File: src/rtl/uart_fifo.sv
// uart_fifo: UART with TX/RX FIFOs, internal baud generator and an
// oversampled receiver with sticky framing/overrun error flags.
//
// Ports:
//   clk, reset      : clock (rising edge), synchronous active-high reset
//   txData, txWrite : enqueue a word for transmission
//   txFull, txIdle  : TX FIFO full / FIFO empty and line idle
//   tx, rx          : serial out (idle high) / serial in (asynchronous)
//   rxRead          : pop the RX FIFO head
//   rxData, rxEmpty : RX FIFO head (first-word fall-through) / empty
//   rxFrameErr      : sticky, stop bit sampled low
//   rxOverrun       : sticky, word dropped because RX FIFO was full
//   rxClear         : clears the sticky flags
// Optional: define UART_PARITY_EN to add a parity bit to every frame,
//   the parityOdd input (1=odd, 0=even) and the sticky rxParityErr output.
module uart_fifo #(
  parameter int CLK_FREQ   = 50000000,
  parameter int BAUD       = 115200,
  parameter int OVERSAMPLE = 16,
  parameter int DATA_BITS  = 8,
  parameter int FIFO_DEPTH = 16
) (
  input  logic                 clk,
  input  logic                 reset,
  input  logic [DATA_BITS-1:0] txData,
  input  logic                 txWrite,
  output logic                 txFull,
  output logic                 txIdle,
  output logic                 tx,
  input  logic                 rx,
  input  logic                 rxRead,
  output logic [DATA_BITS-1:0] rxData,
  output logic                 rxEmpty,
  output logic                 rxFrameErr,
  output logic                 rxOverrun,
  input  logic                 rxClear
`ifdef UART_PARITY_EN
  ,
  input  logic                 parityOdd,
  output logic                 rxParityErr
`endif
);

  localparam int DIV_RAW = CLK_FREQ / (BAUD * OVERSAMPLE);
  localparam int DIV = (DIV_RAW < 1) ? 1 : DIV_RAW;
  localparam int DW = (DIV > 1) ? $clog2(DIV) : 1;
  localparam int OW = $clog2(OVERSAMPLE);
  localparam int BW = $clog2(DATA_BITS);
  localparam int AW = $clog2(FIFO_DEPTH);
  localparam int PW = AW + 1;

  // ---------------- baud generator ----------------
  logic [DW-1:0] divCnt;
  logic [OW-1:0] osCnt;
  logic          rxTick;
  logic          txTick;

  assign rxTick = (divCnt == DW'(DIV - 1));
  assign txTick = rxTick && (osCnt == OW'(OVERSAMPLE - 1));

  always_ff @(posedge clk) begin
    if (reset) begin
      divCnt <= '0;
      osCnt  <= '0;
    end else begin
      divCnt <= rxTick ? '0 : divCnt + 1'b1;
      if (rxTick)
        osCnt <= txTick ? '0 : osCnt + 1'b1;
    end
  end

  // ---------------- TX FIFO ----------------
  logic [DATA_BITS-1:0] txMem [FIFO_DEPTH];
  logic [PW-1:0]        txWr;
  logic [PW-1:0]        txRd;
  logic                 txEmpty;
  logic                 txPush;
  logic                 txPop;
  logic [DATA_BITS-1:0] txHead;

  assign txFull  = (txWr[AW] != txRd[AW]) &&
                   (txWr[AW-1:0] == txRd[AW-1:0]);
  assign txEmpty = (txWr == txRd);
  assign txPush  = txWrite && !txFull;
  assign txHead  = txMem[txRd[AW-1:0]];

  always_ff @(posedge clk) begin
    if (txPush)
      txMem[txWr[AW-1:0]] <= txData;
  end

  always_ff @(posedge clk) begin
    if (reset) begin
      txWr <= '0;
      txRd <= '0;
    end else begin
      if (txPush) txWr <= txWr + 1'b1;
      if (txPop)  txRd <= txRd + 1'b1;
    end
  end

  // ---------------- TX FSM ----------------
  typedef enum logic [2:0] {
    TX_IDLE,
    TX_START,
    TX_DATA,
    TX_STOP
`ifdef UART_PARITY_EN
    , TX_PARITY
`endif
  } txState_t;

  txState_t             txState;
  txState_t             txStateNext;
  logic [DATA_BITS-1:0] txShift;
  logic [BW-1:0]        txBitCnt;
  logic                 txLast;
`ifdef UART_PARITY_EN
  logic                 txPar;
`endif

  assign txLast = (txBitCnt == BW'(DATA_BITS - 1));
  assign txIdle = txEmpty && (txState == TX_IDLE);

  always_ff @(posedge clk) begin
    if (reset) txState <= TX_IDLE;
    else       txState <= txStateNext;
  end

  always_comb begin
    txStateNext = txState;
    txPop       = 1'b0;
    unique case (txState)
      TX_IDLE: begin
        if (txTick && !txEmpty) begin
          txPop       = 1'b1;
          txStateNext = TX_START;
        end
      end
      TX_START: begin
        if (txTick) txStateNext = TX_DATA;
      end
      TX_DATA: begin
`ifdef UART_PARITY_EN
        if (txTick && txLast) txStateNext = TX_PARITY;
`else
        if (txTick && txLast) txStateNext = TX_STOP;
`endif
      end
`ifdef UART_PARITY_EN
      TX_PARITY: begin
        if (txTick) txStateNext = TX_STOP;
      end
`endif
      TX_STOP: begin
        // Chain straight into the next start bit when more data waits.
        if (txTick) begin
          if (!txEmpty) begin
            txPop       = 1'b1;
            txStateNext = TX_START;
          end else begin
            txStateNext = TX_IDLE;
          end
        end
      end
      default: txStateNext = TX_IDLE;
    endcase
  end

  // tx is registered: each txTick sets the bit for the state being entered.
  always_ff @(posedge clk) begin
    if (reset) begin
      tx       <= 1'b1;
      txShift  <= '0;
      txBitCnt <= '0;
`ifdef UART_PARITY_EN
      txPar    <= 1'b0;
`endif
    end else if (txTick) begin
      if (txPop) begin
        tx       <= 1'b0;
        txShift  <= txHead;
        txBitCnt <= '0;
`ifdef UART_PARITY_EN
        txPar    <= (^txHead) ^ parityOdd;
`endif
      end else begin
        case (txState)
          TX_START: tx <= txShift[0];
          TX_DATA: begin
            if (!txLast) begin
              tx       <= txShift[1];
              txShift  <= {1'b0, txShift[DATA_BITS-1:1]};
              txBitCnt <= txBitCnt + 1'b1;
            end else begin
`ifdef UART_PARITY_EN
              tx <= txPar;
`else
              tx <= 1'b1;
`endif
            end
          end
          default: tx <= 1'b1;
        endcase
      end
    end
  end

  // ---------------- RX synchroniser ----------------
  logic [1:0] rxSync;
  logic       rxS;
  logic       rxPrev;
  logic       rxFall;

  assign rxS    = rxSync[1];
  assign rxFall = rxPrev && !rxS;

  always_ff @(posedge clk) begin
    if (reset) begin
      rxSync <= 2'b11;
      rxPrev <= 1'b1;
    end else begin
      rxSync <= {rxSync[0], rx};
      rxPrev <= rxS;
    end
  end

  // ---------------- RX FSM ----------------
  typedef enum logic [2:0] {
    RX_IDLE,
    RX_START,
    RX_DATA,
    RX_STOP
`ifdef UART_PARITY_EN
    , RX_PARITY
`endif
  } rxState_t;

  rxState_t             rxState;
  rxState_t             rxStateNext;
  logic [OW-1:0]        rxTickCnt;
  logic [OW-1:0]        rxTickEnd;
  logic [BW-1:0]        rxBitCnt;
  logic [DATA_BITS-1:0] rxShift;
  logic                 rxErrWait;
  logic                 rxSampleNow;
  logic                 rxPush;
  logic                 frameErrSet;
`ifdef UART_PARITY_EN
  logic                 rxParOdd;
  logic                 parErrSet;
`endif

  // Start bit is checked at its middle; later bits one full bit apart.
  assign rxTickEnd = (rxState == RX_START) ?
                     OW'(OVERSAMPLE / 2 - 1) : OW'(OVERSAMPLE - 1);
  assign rxSampleNow = rxTick && (rxTickCnt == rxTickEnd);

  always_ff @(posedge clk) begin
    if (reset) rxState <= RX_IDLE;
    else       rxState <= rxStateNext;
  end

  always_comb begin
    rxStateNext = rxState;
    rxPush      = 1'b0;
    frameErrSet = 1'b0;
`ifdef UART_PARITY_EN
    parErrSet   = 1'b0;
`endif
    unique case (rxState)
      RX_IDLE: begin
        if (rxFall) rxStateNext = RX_START;
      end
      RX_START: begin
        if (rxSampleNow)
          rxStateNext = rxS ? RX_IDLE : RX_DATA;
      end
      RX_DATA: begin
        if (rxSampleNow && (rxBitCnt == BW'(DATA_BITS - 1)))
`ifdef UART_PARITY_EN
          rxStateNext = RX_PARITY;
`else
          rxStateNext = RX_STOP;
`endif
      end
`ifdef UART_PARITY_EN
      RX_PARITY: begin
        if (rxSampleNow) begin
          parErrSet   = (rxS != ((^rxShift) ^ rxParOdd));
          rxStateNext = RX_STOP;
        end
      end
`endif
      RX_STOP: begin
        // After a framing error, wait for the line to go high so the
        // low stop bit is not mistaken for a new start edge.
        if (rxErrWait) begin
          if (rxS) rxStateNext = RX_IDLE;
        end else if (rxSampleNow) begin
          if (rxS) begin
            rxPush      = 1'b1;
            rxStateNext = RX_IDLE;
          end else begin
            frameErrSet = 1'b1;
          end
        end
      end
      default: rxStateNext = RX_IDLE;
    endcase
  end

  always_ff @(posedge clk) begin
    if (reset) begin
      rxTickCnt <= '0;
      rxBitCnt  <= '0;
      rxShift   <= '0;
      rxErrWait <= 1'b0;
`ifdef UART_PARITY_EN
      rxParOdd  <= 1'b0;
`endif
    end else begin
      if (rxState == RX_IDLE || rxSampleNow)
        rxTickCnt <= '0;
      else if (rxTick)
        rxTickCnt <= rxTickCnt + 1'b1;
      if (rxState == RX_START)
        rxBitCnt <= '0;
      if (rxState == RX_DATA && rxSampleNow) begin
        rxShift  <= {rxS, rxShift[DATA_BITS-1:1]};
        rxBitCnt <= rxBitCnt + 1'b1;
      end
      if (frameErrSet)
        rxErrWait <= 1'b1;
      else if (rxStateNext == RX_IDLE)
        rxErrWait <= 1'b0;
`ifdef UART_PARITY_EN
      if (rxState == RX_IDLE && rxFall)
        rxParOdd <= parityOdd;
`endif
    end
  end

  // ---------------- RX FIFO ----------------
  logic [DATA_BITS-1:0] rxMem [FIFO_DEPTH];
  logic [PW-1:0]        rxWr;
  logic [PW-1:0]        rxRd;
  logic                 rxFull;
  logic                 rxPop;
  logic                 rxWrEn;
  logic                 overrunSet;

  assign rxFull  = (rxWr[AW] != rxRd[AW]) &&
                   (rxWr[AW-1:0] == rxRd[AW-1:0]);
  assign rxEmpty = (rxWr == rxRd);
  assign rxPop   = rxRead && !rxEmpty;
  // A pop in the same cycle frees the slot the new word lands in.
  assign rxWrEn     = rxPush && (!rxFull || rxRead);
  assign overrunSet = rxPush && rxFull && !rxRead;
  assign rxData     = rxEmpty ? '0 : rxMem[rxRd[AW-1:0]];

  always_ff @(posedge clk) begin
    if (rxWrEn)
      rxMem[rxWr[AW-1:0]] <= rxShift;
  end

  always_ff @(posedge clk) begin
    if (reset) begin
      rxWr <= '0;
      rxRd <= '0;
    end else begin
      if (rxWrEn) rxWr <= rxWr + 1'b1;
      if (rxPop)  rxRd <= rxRd + 1'b1;
    end
  end

  // ---------------- sticky flags (set beats clear) ----------------
  always_ff @(posedge clk) begin
    if (reset) begin
      rxFrameErr  <= 1'b0;
      rxOverrun   <= 1'b0;
`ifdef UART_PARITY_EN
      rxParityErr <= 1'b0;
`endif
    end else begin
      if (frameErrSet)  rxFrameErr <= 1'b1;
      else if (rxClear) rxFrameErr <= 1'b0;
      if (overrunSet)   rxOverrun <= 1'b1;
      else if (rxClear) rxOverrun <= 1'b0;
`ifdef UART_PARITY_EN
      if (parErrSet)    rxParityErr <= 1'b1;
      else if (rxClear) rxParityErr <= 1'b0;
`endif
    end
  end

endmodule

File: config.mk
export PLATFORM = sky130hd
export DESIGN_NAME = uart_fifo
export DESIGN_NICKNAME = d
export VERILOG_FILES = /design/src/rtl/uart_fifo.sv
export SDC_FILE = /design/constraint.sdc
export NUM_CORES = 1
export LEC_CHECK = 0
export CAP_MARGIN = 20
export CORE_MARGIN = 2
export CORE_UTILIZATION = 56
export CTS_CLUSTER_SIZE = 40
export DETAILED_ROUTE_END_ITERATION = 12
export HOLD_SLACK_MARGIN = 0.12
export PLACE_DENSITY_LB_ADDON = 0.15
export SLEW_MARGIN = 20
export SYNTH_ARGS = -nofsm -noshare
export SYNTH_HDL_FRONTEND = slang
export SYNTH_SLANG_ARGS = --single-unit
export TNS_END_PERCENT = 20
File: constraint.sdc
create_clock -name clk -period 2.85 [get_ports clk]
set_clock_uncertainty 0.2 [all_clocks]
set_input_delay 0.57 -clock clk [delete_from_list [all_inputs] [get_ports clk]]
set_output_delay 0.57 -clock clk [all_outputs]
set_load 0.1 [all_outputs]
==> flow_summary_export.csv <==
group,metric,value,unit
routing,vias_per_cell,5.87,
logic_synthesis,netlist_top_cells_area,"edfxtp_1 58%, mux4_2 12%, dfxtp_1 11%",
worst_setup_path,r2r_end,"txShift[5]",
place,port_buffers,27,
worst_setup_path,reg2regPathDepth,7,
power_and_ir_drop,powerDensity,626,nW/um2
finish,num-fill-cells,1632,
finish,final_common_cell,"edfxtp_1",
global_route,track_usage,22.6,%
logic_synthesis,synth-seq-cells,331,
logic_synthesis,syn_area,13300,um2
logic_synthesis,synth.avg_cell_area,16.7,um2
logic_synthesis,postSynthCellCount,799,
logic_synthesis,yosysSeqAreaShare,69.1,%
worst_setup_path,path_class,"reg2out",
logic_synthesis,synth_edf_count,256,
finish,multi_input_area,3980,um2
global_route,grt_antenna_before_repair,0,
clock_network,holdBufCountCts,0,
floorplan,coreArea,23400,um2
power_and_ir_drop,sequentialPowerShare,53.5,%
floorplan,std_cell_rows,56,
finish,final_cells,1221,
logic_synthesis,syn_nets,835,
global_route,grt_pass1_vias,7357,
place,gp_congestion,0.805,
power_and_ir_drop,peakVddDrop,0.464,mV
finish,finalInstanceArea,15600,um2
clock_network,post_cts_buffers,0,
finish,layout_common_cells,"256 x edfxtp_1, 72 x mux4_2, 69 x dfxtp_1, 51 x nor2_1, 49 x nand2_1",
timing,hold_violations,0,
power_and_ir_drop,total_leakage_power,5.28,nW
floorplan,dieArea,25000,um2
worst_setup_path,startpoint_type,"flop",
finish,antenna_cells,0,
clock_network,htree_levels,2,
finish,nets,914,
worst_setup_path,endpoint_kind,"output port",
place,placed_cell_area,14400,um2
global_route,globalRoute.totalOverflow,0,
power_and_ir_drop,pwr-share-comb,2.0,%
floorplan,die_h,158,um
logic_synthesis,ys.flop_type,"edfxtp_1",
timing,fin_tns_setup,-2.58,ns
logic_synthesis,synth_top_area_share,57.8,%
place,pre_cts_ws,0.0443,ns
worst_setup_path,crit_chain,"buf_12 -> mux4_2 -> mux4_2 -> nor2b_2 -> buf_12",
clock_network,clk_pin_slew,0.06,ns
worst_setup_path,max_stage_delay,0.52,ns
timing,finalMaxSlewViolations,0,
timing,fin_crit,3.19,ns
routing,routed_wl,26900,um
finish,utilization,66.5,%
run_status,violations,"negative setup slack",
worst_setup_path,critPathSlowestCell,"mux4_2",
timing,max_slew.worst_pin.slew,0.691,ns
worst_setup_path,reg2reg_slack,0.19,ns
timing,setup_viol,8,
timing,clock.fmax,0.313,GHz
finish,drive_gt1_share,24.3,%
worst_setup_path,cp.required,2.08,ns
routing,routedWlPerCell,22.1,um
worst_setup_path,cp_data_arrival_time,2.42,ns
floorplan,start_util,56.9,%
worst_hold_path,holdPathEnd,"rxSync[1]",
finish,seq_area,9200,um2
power_and_ir_drop,p_int,7.89,mW
power_and_ir_drop,pwr-share-clk,44.5,%
logic_synthesis,async_reset_ff_share,0,%
worst_hold_path,hp-start,"rxSync[0]",
power_and_ir_drop,power.total,9.74,mW
power_and_ir_drop,p_switching,1.85,mW
power_and_ir_drop,swShare,19.0,%
place,dpl.hpwl,18000,um
clock_network,clock-sinks,331,
finish,areaGrowthSynthToFinish,17.0,%
worst_setup_path,regToRegStartpoint,"txState[0]",
timing,relSlewSlack,53.9,%
routing,drc_errors,0,
logic_synthesis,ys_types,60,
floorplan,ioPinCount,28,
global_route,grt_first_pass_wirelength,42000,um
routing,ant_nets,0,
clock_network,clockRootBuffer,"clkbuf_16",
routing,vias,7168,
global_route,grt_max_degree,33,
timing,rsz0062_at_grt,"true",
worst_setup_path,critical_path.top_delay_family,"multiplexers",
routing,drt_iter0_drc,490,
worst_hold_path,whs_path_depth,1,
run,maxCapViolCount,0,
routing,dr.pass1.iters,4,
timing,min_period_over_period,112,%
clock_network,cts_buffers,34,
logic_synthesis,yosys_warnings,0,
clock_network,cts_tree,"done",
clock_network,clockBufferDepth,3,
timing,hold_slack,0.208,ns
worst_setup_path,cp_max_fo,12,
logic_synthesis,yosys.area.top_type,"edfxtp_1",
clock_network,clk_latency,0.49,ns
floorplan,die_x,158,um
run_status,status,"finished, violations left",
timing,worst_slack,-0.345,ns
place,dp_cells,1160,
worst_setup_path,path_buf_inv,2,
worst_hold_path,min_path_type,"reg2reg",
-- synth_stat cells (2+ instances only) --
| cell | number |
|---|---|
| buf_2 | 11 |
| or3_1 | 2 |
| buf_1 | 5 |
| xor2_1 | 13 |
| nand2b_1 | 2 |
| nor3_1 | 16 |
| a21o_1 | 2 |
| mux2i_1 | 13 |
| or2_2 | 3 |
| o21ai_0 | 10 |
| nand2_1 | 49 |
| a311oi_1 | 8 |
| inv_1 | 15 |
| xnor2_1 | 15 |
| dfxtp_1 | 75 |
| nand4_1 | 5 |
| edfxtp_1 | 256 |
| clkbuf_1 | 17 |
| nor2_1 | 53 |
| nand3_1 | 13 |
| ha_1 | 22 |
| nor2b_1 | 18 |
| and4_1 | 4 |
| mux4_2 | 72 |
| and4bb_2 | 2 |
| o211ai_1 | 4 |
| or4_1 | 2 |
| and2_1 | 3 |
| nor3b_1 | 2 |
| o21a_1 | 2 |
| and3_1 | 24 |
| a21oi_1 | 18 |
| a22oi_1 | 14 |
| a221o_1 | 2 |
| buf_6 | 2 |
-- area by class of cell --
cell class / count / area share, %
multi-input cells: 418 / 25.6
well taps: 319 / 2.56
clock inverters: 16 / 0.980
inverters: 15 / 0.362
repair buffers: 78 / 5.34
clock buffers: 44 / 6.11
flip-flops and latches: 331 / 59.1
-- repair_timing --
item,in CTS,in global routing
pin swaps,0,2
cloned,1,0
setup endpoints to repair,9,11
resized for setup,5,7
-- worst reg2reg max path, cell delays in order, from the launching register on --
cell	delay [ns]
dfxtp_1	0.39
inv_1	0.09
ha_1	0.35
nor4_1	0.43
o21ai_1	0.29
a2111oi_1	0.56
buf_4	0.20
a311oi_1	0.04
-- flip-flops by register name, indices dropped and copies added (netlist names), 5 cells and up, named ones only --
signal / cells
rxShift: 8
txMem: 128
rxMem: 128
rxWr: 5
txShift: 8
txRd: 5
txWr: 5
divCnt: 5
rxRd: 5
-- metal layers --
layer  GRT usage [%]  up-vias  wire length, um
met1            28.6     3627            10700
li1                -     3280                -
met2            39.8      216            14100
met5               0        -                0
met4            6.31        0              600
met3            4.54       45             1510
-- worst max-delay path by stage --
stage / slack (ns) / to / startpoint / cells after the start
after detailed placement: 0.04 / rxMem[1][1] / rxRead / 6
after global placement: 0.05 / rxMem[0][4] / rxRead / 6
after CTS: -0.40 / rxData[7] / flop / 5
final: -0.34 / rxData[0] / flop / 5
after floorplan: -0.07 / rxMem[0][0] / divCnt[0] / 9
after global routing: -0.40 / rxData[7] / flop / 5
-- logic make-up (layout without fill, tap and decap cells) --
kind of cell | after synthesis | after routing | share of synthesized area (%)
xor gates and xnor gates | 29 | 29 | 2.05
DFF | 331 | 331 | 69.1
muxes | 86 | 86 | 13.2
AOI/OAI and AO/OA | 73 | 73 | 3.95
and+or+nand+nor | 207 | 207 | 7.97
adders and majority gates | 22 | 22 | 2.07
buffers and inverters | 50 | 153 | 1.63
other | 1 | 1 | 0.0282
-- power by group through the flow --
stage          combinational [mW]  sequential [mW]  clock, mW
2_1_floorplan               0.106             5.31          0
3_3_place_gp                0.193             5.31          0
3_5_place_dp                0.201             5.31          0
4_1_cts                     0.202             5.21       4.40
5_1_grt                     0.217             5.21       4.61
6_report                    0.199             5.21       4.34
Note: power is estimated with default switching activity, not from simulation.
